## src/rtl/cpu_defs.sv

```systemverilog
// Shared definitions for the accumulator CPU control path: opcodes, register select codes,
// ALU operation codes and the sequencer state encoding.
package cpu_defs;

  localparam logic [3:0] OP_NOP  = 4'h0;
  localparam logic [3:0] OP_LDAC = 4'h1;
  localparam logic [3:0] OP_STAC = 4'h2;
  localparam logic [3:0] OP_MVAC = 4'h3;
  localparam logic [3:0] OP_MOVR = 4'h4;
  localparam logic [3:0] OP_ADD  = 4'h5;
  localparam logic [3:0] OP_SUB  = 4'h6;
  localparam logic [3:0] OP_JUMP = 4'h7;
  localparam logic [3:0] OP_JMPZ = 4'h8;
  localparam logic [3:0] OP_HALT = 4'hF;

  // Register codes shared by the write-enable decoder and the bus source mux
  localparam logic [2:0] SEL_AC  = 3'd0;
  localparam logic [2:0] SEL_AR  = 3'd1;
  localparam logic [2:0] SEL_DR  = 3'd2;
  localparam logic [2:0] SEL_IR  = 3'd3;
  localparam logic [2:0] SEL_PC  = 3'd4;
  localparam logic [2:0] SEL_R   = 3'd5;
  localparam logic [2:0] SEL_TR  = 3'd6;
  localparam logic [2:0] SEL_MEM = 3'd7;

  localparam logic [1:0] ALU_PASS = 2'd0;
  localparam logic [1:0] ALU_ADD  = 2'd1;
  localparam logic [1:0] ALU_SUB  = 2'd2;

  typedef enum logic [4:0] {
    S_IDLE,
    S_F0,
    S_F1,
    S_F2,
    S_DEC,
    S_LDAC_E0,
    S_LDAC_E1,
    S_LDAC_E2,
    S_STAC_E0,
    S_STAC_E1,
    S_STAC_E2,
    S_MVAC_E0,
    S_MOVR_E0,
    S_ADD_E0,
    S_SUB_E0,
    S_JUMP_E0,
    S_HALT
  } state_t;

endpackage

```

## src/rtl/control_opdecode.sv

```systemverilog
// Opcode decoder: maps the instruction opcode to the first execute state.
// JMPZ reports the jump state and flags itself so the sequencer can apply the Z condition.
module control_opdecode
  import cpu_defs::*;
#(
  parameter int OPC_W = 4
) (
  input  logic [OPC_W-1:0] opcode,
  output state_t           first_state,
  output logic             is_jmpz,
  output logic             illegal
);

  always_comb begin
    first_state = S_F0;
    is_jmpz     = 1'b0;
    illegal     = 1'b0;
    case (opcode)
      OPC_W'(OP_NOP):  first_state = S_F0;
      OPC_W'(OP_LDAC): first_state = S_LDAC_E0;
      OPC_W'(OP_STAC): first_state = S_STAC_E0;
      OPC_W'(OP_MVAC): first_state = S_MVAC_E0;
      OPC_W'(OP_MOVR): first_state = S_MOVR_E0;
      OPC_W'(OP_ADD):  first_state = S_ADD_E0;
      OPC_W'(OP_SUB):  first_state = S_SUB_E0;
      OPC_W'(OP_JUMP): first_state = S_JUMP_E0;
      OPC_W'(OP_JMPZ): begin
        first_state = S_JUMP_E0;
        is_jmpz     = 1'b1;
      end
      OPC_W'(OP_HALT): first_state = S_HALT;
      default: begin
        first_state = S_F0;
        illegal     = 1'b1;
      end
    endcase
  end

endmodule

```

## src/rtl/control_sequencer.sv

```systemverilog
// Multi-cycle fetch/decode/execute sequencer for the accumulator CPU.
// Drives register write select, bus source, ALU op, PC increment and memory read handshake.
module control_sequencer
  import cpu_defs::*;
#(
  parameter int OPC_W       = 4,
  parameter int MEM_TIMEOUT = 15
) (
  input  logic             clk,
  input  logic             rst_n,
  input  logic             run,
  input  logic [OPC_W-1:0] opcode,
  input  logic             z_flag,
  input  logic             mem_ack,
  output logic [2:0]       wr_sel,
  output logic             wr_valid,
  output logic [2:0]       bus_sel,
  output logic [1:0]       alu_op,
  output logic             pc_inc,
  output logic             mem_rd,
  output logic             halted,
  output logic             mem_err,
  output logic             illegal
);

  localparam logic [7:0] WAIT_LAST = 8'(MEM_TIMEOUT - 1);

  state_t     state_reg, state_next;
  logic [7:0] wait_cnt_reg, wait_cnt_next;
  logic       mem_err_reg, mem_err_next;

  state_t     dec_state;
  logic       dec_jmpz;
  logic       dec_illegal;

  control_opdecode #(
    .OPC_W(OPC_W)
  ) u_opdecode (
    .opcode     (opcode),
    .first_state(dec_state),
    .is_jmpz    (dec_jmpz),
    .illegal    (dec_illegal)
  );

  always_ff @(posedge clk or negedge rst_n) begin
    if (!rst_n) begin
      state_reg    <= S_IDLE;
      wait_cnt_reg <= '0;
      mem_err_reg  <= 1'b0;
    end else begin
      state_reg    <= state_next;
      wait_cnt_reg <= wait_cnt_next;
      mem_err_reg  <= mem_err_next;
    end
  end

  always_comb begin
    state_next    = state_reg;
    wait_cnt_next = wait_cnt_reg;
    mem_err_next  = mem_err_reg;
    case (state_reg)
      S_IDLE: if (run) state_next = S_F0;
      S_F0: begin
        state_next    = S_F1;
        wait_cnt_next = '0;
      end
      S_F2:      state_next = S_DEC;
      S_DEC: begin
        if (dec_jmpz) state_next = z_flag ? S_JUMP_E0 : S_F0;
        else          state_next = dec_state;
      end
      S_LDAC_E0: begin
        state_next    = S_LDAC_E1;
        wait_cnt_next = '0;
      end
      S_STAC_E0: state_next = S_STAC_E1;
      S_STAC_E1: begin
        state_next    = S_STAC_E2;
        wait_cnt_next = '0;
      end
      S_F1, S_LDAC_E1, S_STAC_E2: begin
        // Memory wait: leave on ack, otherwise count toward the timeout fault
        if (mem_ack) begin
          case (state_reg)
            S_F1:      state_next = S_F2;
            S_LDAC_E1: state_next = S_LDAC_E2;
            default:   state_next = S_F0;
          endcase
        end else if (wait_cnt_reg == WAIT_LAST) begin
          state_next   = S_HALT;
          mem_err_next = 1'b1;
        end else begin
          wait_cnt_next = wait_cnt_reg + 8'd1;
        end
      end
      S_HALT:  state_next = S_HALT;
      default: state_next = S_F0;
    endcase
  end

  always_comb begin
    wr_sel   = SEL_AC;
    wr_valid = 1'b0;
    bus_sel  = SEL_AC;
    alu_op   = ALU_PASS;
    pc_inc   = 1'b0;
    mem_rd   = 1'b0;
    case (state_reg)
      S_F0: begin
        bus_sel = SEL_PC;  wr_sel = SEL_AR;  wr_valid = 1'b1;
      end
      S_F1: begin
        mem_rd  = 1'b1;
        bus_sel = SEL_MEM;
        if (mem_ack) begin
          wr_sel = SEL_DR;  wr_valid = 1'b1;  pc_inc = 1'b1;
        end
      end
      S_F2: begin
        bus_sel = SEL_DR;  wr_sel = SEL_IR;  wr_valid = 1'b1;
      end
      S_LDAC_E0, S_STAC_E0: begin
        bus_sel = SEL_R;  wr_sel = SEL_AR;  wr_valid = 1'b1;
      end
      S_LDAC_E1: begin
        mem_rd  = 1'b1;
        bus_sel = SEL_MEM;
        if (mem_ack) begin
          wr_sel = SEL_DR;  wr_valid = 1'b1;
        end
      end
      S_LDAC_E2: begin
        bus_sel = SEL_DR;  wr_sel = SEL_AC;  wr_valid = 1'b1;
      end
      S_STAC_E1: begin
        bus_sel = SEL_AC;  wr_sel = SEL_DR;  wr_valid = 1'b1;
      end
      S_STAC_E2: begin
        wr_sel = SEL_MEM;  wr_valid = 1'b1;
      end
      S_MVAC_E0: begin
        bus_sel = SEL_AC;  wr_sel = SEL_R;  wr_valid = 1'b1;
      end
      S_MOVR_E0: begin
        bus_sel = SEL_R;  wr_sel = SEL_AC;  wr_valid = 1'b1;
      end
      S_ADD_E0: begin
        bus_sel = SEL_R;  alu_op = ALU_ADD;  wr_sel = SEL_AC;  wr_valid = 1'b1;
      end
      S_SUB_E0: begin
        bus_sel = SEL_R;  alu_op = ALU_SUB;  wr_sel = SEL_AC;  wr_valid = 1'b1;
      end
      S_JUMP_E0: begin
        bus_sel = SEL_R;  wr_sel = SEL_PC;  wr_valid = 1'b1;
      end
      default: ;
    endcase
  end

  assign halted  = (state_reg == S_HALT);
  assign mem_err = mem_err_reg;
  assign illegal = (state_reg == S_DEC) && dec_illegal;

endmodule
```

## config.mk

```make
export PLATFORM = sky130hd
export DESIGN_NAME = control_sequencer
export DESIGN_NICKNAME = d
export VERILOG_FILES = /design/src/rtl/cpu_defs.sv /design/src/rtl/control_opdecode.sv /design/src/rtl/control_sequencer.sv
export SDC_FILE = /design/constraint.sdc
export NUM_CORES = 1
export LEC_CHECK = 0
export ABC_AREA = 1
export ABC_CLOCK_PERIOD_IN_PS = 1900
export CAP_MARGIN = 10
export CORE_MARGIN = 2
export CORE_UTILIZATION = 52
export DETAILED_ROUTE_END_ITERATION = 6
export PLACE_DENSITY_LB_ADDON = 0.15
export SLEW_MARGIN = 5
export SYNTH_ARGS = -nofsm -noshare
export SYNTH_HDL_FRONTEND = slang
export SYNTH_SLANG_ARGS = --single-unit
export TNS_END_PERCENT = 30
```

## constraint.sdc

```tcl
create_clock -name clk -period 1.9 [get_ports clk]
set_clock_uncertainty 0.1 [all_clocks]
set_input_delay 0.285 -clock clk [delete_from_list [all_inputs] [get_ports clk]]
set_output_delay 0.285 -clock clk [all_outputs]
set_load 0.02 [all_outputs]
```

==> results of run 1 <==
cell families after synthesis:
logic type,Yosys count
compound gates,20
xor+xnor,3
fa+ha+maj,2
buf+inv,34
flops,14
simple gates,119
Yosys cell counts:
master	instances	area, um^2
nor3b_1	1	7.510
nand2_1	42	157.7
o31ai_1	1	7.510
nand2_2	6	37.54
o211ai_4	1	21.27
nand3_1	23	115.1
inv_1	23	86.33
buf_2	1	5.000
o21ai_2	2	17.52
xor2_1	2	17.52
nand3_4	1	17.52
o2111ai_1	1	8.760
nor2_4	4	45.04
inv_2	6	22.52
inv_4	1	6.260
nor3_1	3	15.01
nand3b_4	1	20.02
ha_1	2	25.02
nand4_1	8	50.05
nand2_4	1	11.26
o21ai_1	3	15.01
nor2_1	24	90.09
a21oi_2	1	8.760
xnor2_1	1	8.760
o21ai_0	5	25.02
a21oi_1	6	30.03
nand3_2	3	30.03
clkbuf_1	1	3.750
buf_6	2	22.52
dfrtp_1	14	350.3
nand3b_1	1	7.510
and3_1	1	6.260
final cells by class:
type	instances	area (um^2)	area share, %
clock buffers	4	36.28	1.890
inverters	30	115.1	5.997
multi-input cells	144	867.1	45.18
flip-flops and latches	14	355.3	18.51
well taps	30	37.54	1.956
repair buffers	66	508.0	26.47
metrics by stage:
stage / utilization, % / cell area [um^2] / worst slack (ps)
5_1_grt: 79.65 / 1919 / -113.7
6_report: 79.65 / 1919 / 6.050
3_5_place_dp: 76.12 / 1834 / -235.3
4_1_cts: 77.26 / 1862 / -80.80
3_3_place_gp: 76.12 / 1834 / -194.5
2_1_floorplan: - / 1292 / 208.8
routing by layer:
metal / wire (um) / vias to the layer above / GRT usage (%)
met1: 1588 / 707 / 33.16
met5: 0 / - / 0
met4: 41 / 0 / 6.410
met2: 2163 / 55 / 54.67
met3: 220 / 8 / 4.722
li1: - / 756 / -
what timing repair did:
action,4_1_cts,5_1_grt
setup endpoints to repair,13,13
pin swaps,0,3
resized for setup,49,28
buffers inserted,1,1
hold buffers,0,0
hold endpoints to repair,0,0
where the power goes:
group,switching [uW],leakage (uW),internal (uW)
sequential,145,0.000178,376
combinational,1200,0.000840,967
clock,99.5,0.0000210,116
total,1450,0.00104,1460
worst max-delay path, cell delays in order (launching register included):
cell and delay (ps):
dfrtp_2 460, buf_4 150, nand3_2 120, nor2_2 170
inv_1 80, o21ai_0 80, buf_2 190
layout by cell type, fill, tap and decap left out, drive strengths merged:
master         instances
nand4                  8
nor3b                  1
o21ai                 10
xnor2                  1
dfrtp                 14
xor2                   2
clkdlybuf4s50          9
o211ai                 1
o2111ai                1
nor3                   3
and3                   1
nand3b                 2
nand3                 27
nor2                  28
nand2                 49
o31ai                  1
clkbuf                 4
a21oi                  7
buf                   57
inv                   30
ha                     2
worst max-delay path by stage:
stage,startpoint,to,slack (ps),cells after the start
after floorplan,state_reg[4],wr_valid,210,5
after global placement,opcode[3],illegal,-190,6
after detailed placement,opcode[3],illegal,-240,6
after CTS,state_reg[3],wr_sel[2],-80,6
after global routing,state_reg[2],wr_valid,-110,6
final,state_reg[3],wr_sel[2],6,6
==> key figures, run 1 <==
Outcome
  – Outcome: finished clean

Timing
  – Relative max-transition margin: 57.16%
  – Final Hold Vio Count: 0
  – Fin crit share: around 100%
  – Final TNS setup: 0 ps
  – Slew Limit Fails: 0
  – # setup viols final: 0
  – Final worst path period need: roughly 1900 ps
  – Fmax: 0.5280 GHz
  – RSZ-0062 raised after global routing: true
  – Hold slack: around 300 ps
  – Least-Margin Pin Slew: 640.6 ps

Clock tree
  – Clock latency on the worst-skew pair: 280 ps
  – CTS HTree Levels: 1
  – Num Clock Sinks: 14
  – TritonCTS clock tree: done
  – Clk buf depth: 2
  – Root buf cell: clkbuf_4
  – CTS buffer count: 3
  – Reg clk slew, reported paths: ~90 ps

Worst setup path
  – Startpoint class of the critical path: register
  – R2R cell count: 9
  – Worst r2r src: state_reg[3]
  – Critical Path Sink Type: primary output
  – R2R Setup Slk: roughly 140 ps
  – Critical path class: register to primary output
  – Worst flop-to-flop path endpoint: wait_cnt_reg[3]
  – CP Max Fanout: 5
  – WP data arrival: 1510 ps
  – Crit path required time: 1510 ps

Logic synthesis
  – XOR/XNOR Fraction of Synth Area: just over 2%
  – Largest family of logic cells by synthesized area: simple AND/OR/NAND/NOR gates
  – Mapped Cells: ~190
  – Yosys warns: 0
  – Synth Area in Compound Gates: 10.36%
  – Post-Synth Adder-Cell Area: under 10%
  – Post-synthesis sequential area ratio: 27.11%
  – Synth unique cells: 32
  – Post-synthesis mux area share: 0%
  – Synth Area in Simple Gates: 47.24%
  – Synth Register Bits: 14
  – Synth Net Count: 203
  – Netlist Area Pre-Place: 1292 um^2
  – Syn_area_per_cell: 6.732 um^2

Global routing
  – Vias in the first global route: roughly 1,400
  – Pin count of the biggest net entering global routing: 15
  – Total grt overflow: 0
  – Antenna violations before repair: 0
  – First-pass GRT wire length: 6099 um
  – Total GRT Usage: 28.80%

Floorplanning
  – Ports: 23
  – Starting Density: between 50% and 60%
  – Die Height: approximately 54 um
  – Die X: approximately 54 um
  – Rows: 18
  – Core area: 2410 um^2
  – Die footprint: 2900 um^2

Route
  – DRC: 0
  – Final wirelength: 4013 um
  – DR vias/cell: 5.299
  – Detail Route Antenna Nets: 0
  – Wirelength per Cell: between 10 and 15 um
  – First-pass DRT Iterations: 4
  – Via Count: 1,526
  – Initial DRC count: between 60 and 70

Pwr
  – Leakage power: between 0.001 and 0.0015 uW
  – Peak supply drop: 2.121 mV
  – Cell Pwr Density: ~1500 nW/um^2
  – Total power: 2908 uW

Layout
  – Final #Nets: 270
  – Synthesis-to-finish area growth: 48.50%
  – FILL cells: about 170
  – Max FFs per register: 8
  – Layout cell share with drive strength beyond 1: between 30% and 40%
  – Post-Layout Cell Count: 288
  – Diodes inserted: 0

Placement
  – Port bufs: 22
  – Detailed placement HPWL: 2977 um
  – Final GP Congestion: 0.9146
  – DP Cell Count: 282

Job
  – Max Cap Viol: 0

Hold path
  – Worst hold path type: input port to asynchronous set/reset pin
(Power assumes the default switching activity.)
==> run 2: changes to the inputs <==
TNS_END_PERCENT = 5   (was 30)
==> key figures, run 2 (synthesis gave the netlist of run 1 again) <==
Floorplanning
  – Starting Density: 53.63%
  – Core area: between 2000 and 2500 um^2
  – Die footprint: 2900 um^2
  – Die Height: about 54 um
  – Die X: approximately 54 um
  – Ports: 23
  – Rows: 18

Clock tree
  – Post-CTS Hold Fix Bufs: 0
  – CTS HTree Levels: 1
  – TritonCTS clock tree: done
  – Reg clk slew, reported paths: about 90 ps
  – Clock latency on the worst-skew pair: around 280 ps
  – Root buf cell: clkbuf_4
  – CTS buffer count: 3
  – Num Clock Sinks: 14
  – Clk buf depth: 2

Hold path
  – Worst hold path type: input port to asynchronous set/reset pin

Worst setup path
  – Critical path class: register to primary output
  – Crit path required time: 1510 ps
  – R2R Setup Slk: 120 ps
  – R2R cell count: 9
  – CP endpoint: wr_sel[2]
  – Worst flop-to-flop path endpoint: wait_cnt_reg[3]
  – CP Max Fanout: 5
  – Critical Path, Cell by Cell: buf_4, nand3_2, nor2_2, inv_1, o21ai_0, buf_2
  – Dominant delay contributor by cell family on the critical path: flip-flops
  – Critical Path Sink Type: primary output
  – Startpoint class of the critical path: register
  – CP Depth: 6
  – WP data arrival: 1510 ps
  – Critical Path Source: state_reg[3]
  – Worst r2r src: state_reg[3]
  – Worst path slowest cell: dfrtp_2
  – Crit path buf inv count: 3
  – Max incr delay on CP: 460 ps

Route
  – DR vias/cell: 5.323
  – Via Count: 1,533
  – Initial DRC count: 65
  – First-pass DRT Iterations: 5
  – Wirelength per Cell: 13.95 um
  – DRC: 0
  – Final wirelength: 4019 um
  – Detail Route Antenna Nets: 0

Timing
  – RSZ-0062 raised after global routing: true
  – Least-Margin Pin Slew: 640.0 ps
  – Final worst path period need: roughly 1900 ps
  – Worst setup margin: 2.005 ps
  – # setup viols final: 0
  – Hold slack: 295.8 ps
  – Relative max-transition margin: 57.20%
  – Slew Limit Fails: 0
  – Fmax: 0.5269 GHz
  – Final Hold Vio Count: 0
  – Fin crit share: between 90 and 100%

Layout
  – Post-Layout Cell Count: ~290
  – Synthesis-to-finish area growth: 48.31%
  – Layout cell share with drive strength beyond 1: 39.53%
  – Commonest non-fill, non-tap cells in the layout: 48 x buf_4, 41 x nand2_1, 23 x inv_1
  – Final #Nets: 270
  – Diodes inserted: 0
  – Max FFs per register: 8
  – Non-Filler Cell Area, Final: 1917 um^2
  – Commonest non-fill, non-tap cell in the layout: buf_4

Pwr
  – Net Switching: ~1500 uW
  – Total power: ~2900 uW
  – Power share of the combinational group: 74.6%
  – Cell internal pwr: 1457 uW
  – Clk pwr share: between 7 and 8%
  – Sw frac: approximately 50%
  – Peak supply drop: roughly 2.1 mV
  – Leakage power: 0.001039 uW
  – Cell Pwr Density: 1517 nW/um^2
  – Seq pwr share: 18.0%

Global routing
  – Total GRT Usage: a little under 30%
  – First-pass GRT wire length: between 6000 and 7000 um
  – Pin count of the biggest net entering global routing: 15
  – Total grt overflow: 0
  – Vias in the first global route: 1,425
  – Antenna violations before repair: 0

Placement
  – Post-DP Area: ~1800 um^2
  – Port bufs: 22
  – Pre-CTS setup slack: -235.3 ps
  – DP Cell Count: 282
  – Final GP Congestion: 0.9146
  – Detailed placement HPWL: 2977 um

Outcome
  – Outcome: finished clean

Job
  – Max Cap Viol: 0
[run 2: how the worst min path moves through the flow]
stage | from | endpoint | slack [ps] | cells after the start
2_1_floorplan | rst_n | mem_err | -110 | 0
3_3_place_gp | mem_err | mem_err | 360 | 2
3_5_place_dp | mem_err | mem_err | 420 | 2
4_1_cts | rst_n | wait_cnt_reg[0] | 310 | 1
5_1_grt | rst_n | wait_cnt_reg[1] | 330 | 1
6_report | rst_n | wait_cnt_reg[7] | 300 | 1
[run 2: worst reg2reg max path, cell delays in order, from the launching register on]
cell      delay, ps
dfrtp_2         470
buf_4           170
nand2_4          80
inv_2            40
buf_4           130
nor2_4          170
nand3b_4        210
nand2_2         180
nand3_1         110
nand2_1          70
[run 2: area by class of cell]
| cell class | instances | area (um^2) |
|---|---|---|
| well taps | 30 | 37.54 |
| repair buffers | 66 | 508.0 |
| fillers | 174 | 493.0 |
| multi-input cells | 144 | 864.6 |
| inverters | 30 | 115.1 |
| flip-flops and latches | 14 | 355.3 |
| clock buffers | 4 | 36.28 |
[run 2: stage by stage]
stage	setup TNS, ps	utilization (%)
finish	0	79.54
global route	-486.6	79.54
CTS	-182.7	77.26
detailed placement	-1804	76.12
global placement	-1532	76.12
floorplan	0	-
[run 2: repair_timing]
action | CTS | global route
gates cloned | 0 | 0
endpoints found under the hold margin | 0 | 0
buffers inserted | 1 | 1
resized for setup | 49 | 27
endpoints found under the setup margin | 13 | 13
pin swaps | 0 | 3
[run 2: power groups by stage]
stage	Combinational, uW	Clock [uW]	Sequential, uW
CTS	1970	218	502
floorplan	1130	0	460
global placement	2020	0	494
global route	2340	243	528
detailed placement	2060	0	502
finish	2170	217	522
[run 2: metal layers]
metal | up-vias | part of all wire (%) | track usage [%]
met2 | 68 | 54 | 54.67
li1 | 758 | - | -
met3 | 4 | 6.8 | 4.722
met1 | 703 | 39 | 33.16
met5 | - | 0 | 0
met4 | 0 | 0.50 | 6.410
==> run 3: changes to the inputs <==
ABC_AREA = 0   (was 1)
CORE_UTILIZATION = 50   (was 52)
==> key figures, run 3 <==
Route
  – Initial DRC count: 40
  – DR vias/cell: 5.846
  – Wirelength per Cell: 14.55 um
  – First-pass DRT Iterations: 4
  – Via Count: 1,333
  – DRC: 0
  – Met2 WL: about 1700 um
  – DR WL met3: 182 um
  – Detail Route Antenna Nets: 0
  – Final wirelength: 3318 um
  – Wl on met1: 1373 um
  – Uppermost layer routed: met4

Logic synthesis
  – Post-synthesis sequential area ratio: 31.22%
  – Mapped Cells: roughly 140
  – Synth Net Count: 152
  – Syn_area_per_cell: around 8.0 um^2
  – Asr flop ratio synth: 100.0%
  – Count leader, synth: nor2_1
  – Synth top area share: between 30% and 40%
  – Post-synth top area cell: dfrtp_1
  – EDFF count, synth: 0
  – Yosys warns: 0
  – Synth Register Bits: 14
  – Top_reg_cell synth: dfrtp_1
  – Ranking of synthesized cells by area: dfrtp_1 31%, nor2_1 6.0%, o21ai_0 4.5%
  – Post-synth top cells: 18 x nor2_1, 14 x dfrtp_1, 11 x nand2_1, 10 x o21ai_0, 8 x nand3_1
  – Netlist Area Pre-Place: 1122 um^2
  – Synth unique cells: 45

Layout
  – Final #Nets: 213
  – Synthesis-to-finish area growth: 50.72%
  – Fin util: 77.97%
  – FILL cells: 168
  – Commonest non-fill, non-tap cell in the layout: buf_4
  – Diodes inserted: 0
  – Commonest non-fill, non-tap cells in the layout: 42 x buf_4, 14 x nor2_1, 11 x nand2_1, 11 x dfrtp_1, 9 x clkdlybuf4s50_1
  – Layout cell share with drive strength beyond 1: 38.00%
  – Max FFs per register: 8

Floorplanning
  – Rows: 17
  – Starting Density: 51.73%
  – Die footprint: 2639 um^2
  – Die X: 51.38 um
  – Die Height: 51.38 um
  – Ports: 23
  – Core area: 2170 um^2

Placement
  – Final GP Congestion: around 0.9
  – Pre-CTS setup slack: -314.3 ps
  – Port bufs: 22
  – Detailed placement HPWL: 2395 um

Global routing
  – First-pass GRT wire length: 5464 um
  – Vias in the first global route: 1,256
  – Pin count of the biggest net entering global routing: 15
  – Antenna violations before repair: 0
  – Total GRT Usage: 27.38%
  – Total grt overflow: 0

Worst setup path
  – Critical path class: register to primary output
  – R2R cell count: 5
  – Critical Path Sink Type: primary output
  – WP data arrival: 1600 ps
  – Worst flop-to-flop path endpoint: wait_cnt_reg[4]
  – Startpoint class of the critical path: register
  – Crit path required time: between 1500 and 2000 ps
  – CP Max Fanout: 6
  – R2R Setup Slk: 80 ps
  – Worst r2r src: state_reg[2]

Timing
  – Least-Margin Pin Slew: 638.3 ps
  – Fin crit share: 104.6%
  – Final Hold Vio Count: 0
  – RSZ-0062 raised after global routing: true
  – Fmax: 0.5032 GHz
  – Slew Limit Fails: 0
  – Worst setup margin: -87.15 ps
  – Final worst path period need: roughly 2000 ps
  – # setup viols final: 4
  – Relative max-transition margin: 57.31%
  – Final TNS setup: -225.5 ps

Clock tree
  – Clk buf depth: 2
  – TritonCTS clock tree: done
  – Root buf cell: clkbuf_4
  – CTS buffer count: 3
  – Num Clock Sinks: 14
  – CTS HTree Levels: 1
  – Clock latency on the worst-skew pair: 280 ps
  – Reg clk slew, reported paths: 80 ps

Pwr
  – Power share of the combinational group: 73.4%
  – Net Switching: between 1000 and 1500 uW
  – Leakage power: ~0.00082 uW
  – Cell Pwr Density: 1435 nW/um^2
  – Seq pwr share: around 20%
  – Peak supply drop: 0.8258 mV
  – Cell internal pwr: 1304 uW
  – Clk pwr share: 6.8%
  – Sw frac: 46.27%

Job
  – Max Cap Viol: 0

Outcome
  – Failing checks: setup timing
  – Outcome: complete, but fails checks

Hold path
  – Worst hold path type: input port to asynchronous set/reset pin
## run 3: cell count changes after synthesis, sizes merged, moves of 3 or more
| cell | previous run | this run |
|---|---|---|
| nand3 | 27 | 8 |
| nor3 | 3 | 6 |
| and3 | 1 | 5 |
| nand4 | 8 | 4 |
| mux2i | 0 | 4 |
| inv | 30 | 5 |
| nor3b | 1 | 4 |
| nand2 | 49 | 12 |
| nor2 | 28 | 18 |
| nand2b | 0 | 3 |
## run 3: routing by layer
metal,global-route usage (%),up-vias
li1,-,636
met5,0,-
met4,5.263,0
met1,35.13,638
met3,5.263,6
met2,47.86,53
## run 3: cell type report
class	instances	area (um^2)	area share, %
inverter	5	18.77	1.109
sequential	14	354.1	20.93
clock buffer	3	22.52	1.331
timing repair buffer	63	490.5	28.99
multi-input combinational	115	770.7	45.56
tap	28	35.03	2.071
## run 3: critical path, cell delays in order, from the launching register on
cell	delay, ps
dfrtp_2	480
buf_6	150
or2_4	230
a311oi_2	280
buf_4	190
## run 3: logic make-up after synthesis
| kind of cell | count (synthesis) | synth area share (%) |
|---|---|---|
| muxes | 4 | 3.568 |
| DFF | 14 | 31.22 |
| AOI/OAI and AO/OA | 32 | 19.96 |
| buffers and inverters | 12 | 4.905 |
| xor gates and xnor gates | 4 | 3.121 |
| and+or+nand+nor | 73 | 35.01 |
| adders and majority gates | 2 | 2.229 |
## run 3: timing repair
item / CTS / global route
pin swaps: 1 / 5
hold buffers: 0 / 0
endpoints found under the setup margin: 14 / 17
buffers inserted: 2 / 3
resized for setup: 52 / 30
hold endpoints to repair: 0 / 0
## run 3: worst max path at each step
stage                 start  slack (ps)    endpoint  cells after the start
6_report       state_reg[1]         -90  bus_sel[2]                      4
5_1_grt        state_reg[1]        -130  bus_sel[2]                      4
4_1_cts        state_reg[1]        -120  bus_sel[2]                      4
3_5_place_dp   state_reg[1]        -310  bus_sel[2]                      3
3_3_place_gp        mem_ack        -310   wr_sel[1]                      5
2_1_floorplan  state_reg[1]         -10  bus_sel[2]                      4
## run 3: power groups by stage
| stage | Sequential, uW | Combinational (uW) | Clock [uW] |
|---|---|---|---|
| finish | 482 | 1780 | 164 |
| global route | 488 | 1910 | 187 |
| CTS | 468 | 1620 | 167 |
| detailed placement | 474 | 1620 | 0 |
| global placement | 469 | 1570 | 0 |
| floorplan | 429 | 889 | 0 |
## run 3: per-stage QoR
stage / hold slack, ps / area (um^2) / instances / power (uW)
6_report: 294.6 / 1692 / 228 / 2427
5_1_grt: 342.3 / 1692 / 228 / 2586
4_1_cts: 305.7 / 1649 / 225 / 2253
3_5_place_dp: 345.8 / 1618 / 220 / 2096
3_3_place_gp: 345.1 / 1618 / 220 / 2041
2_1_floorplan: -110.6 / 1129 / 141 / 1318
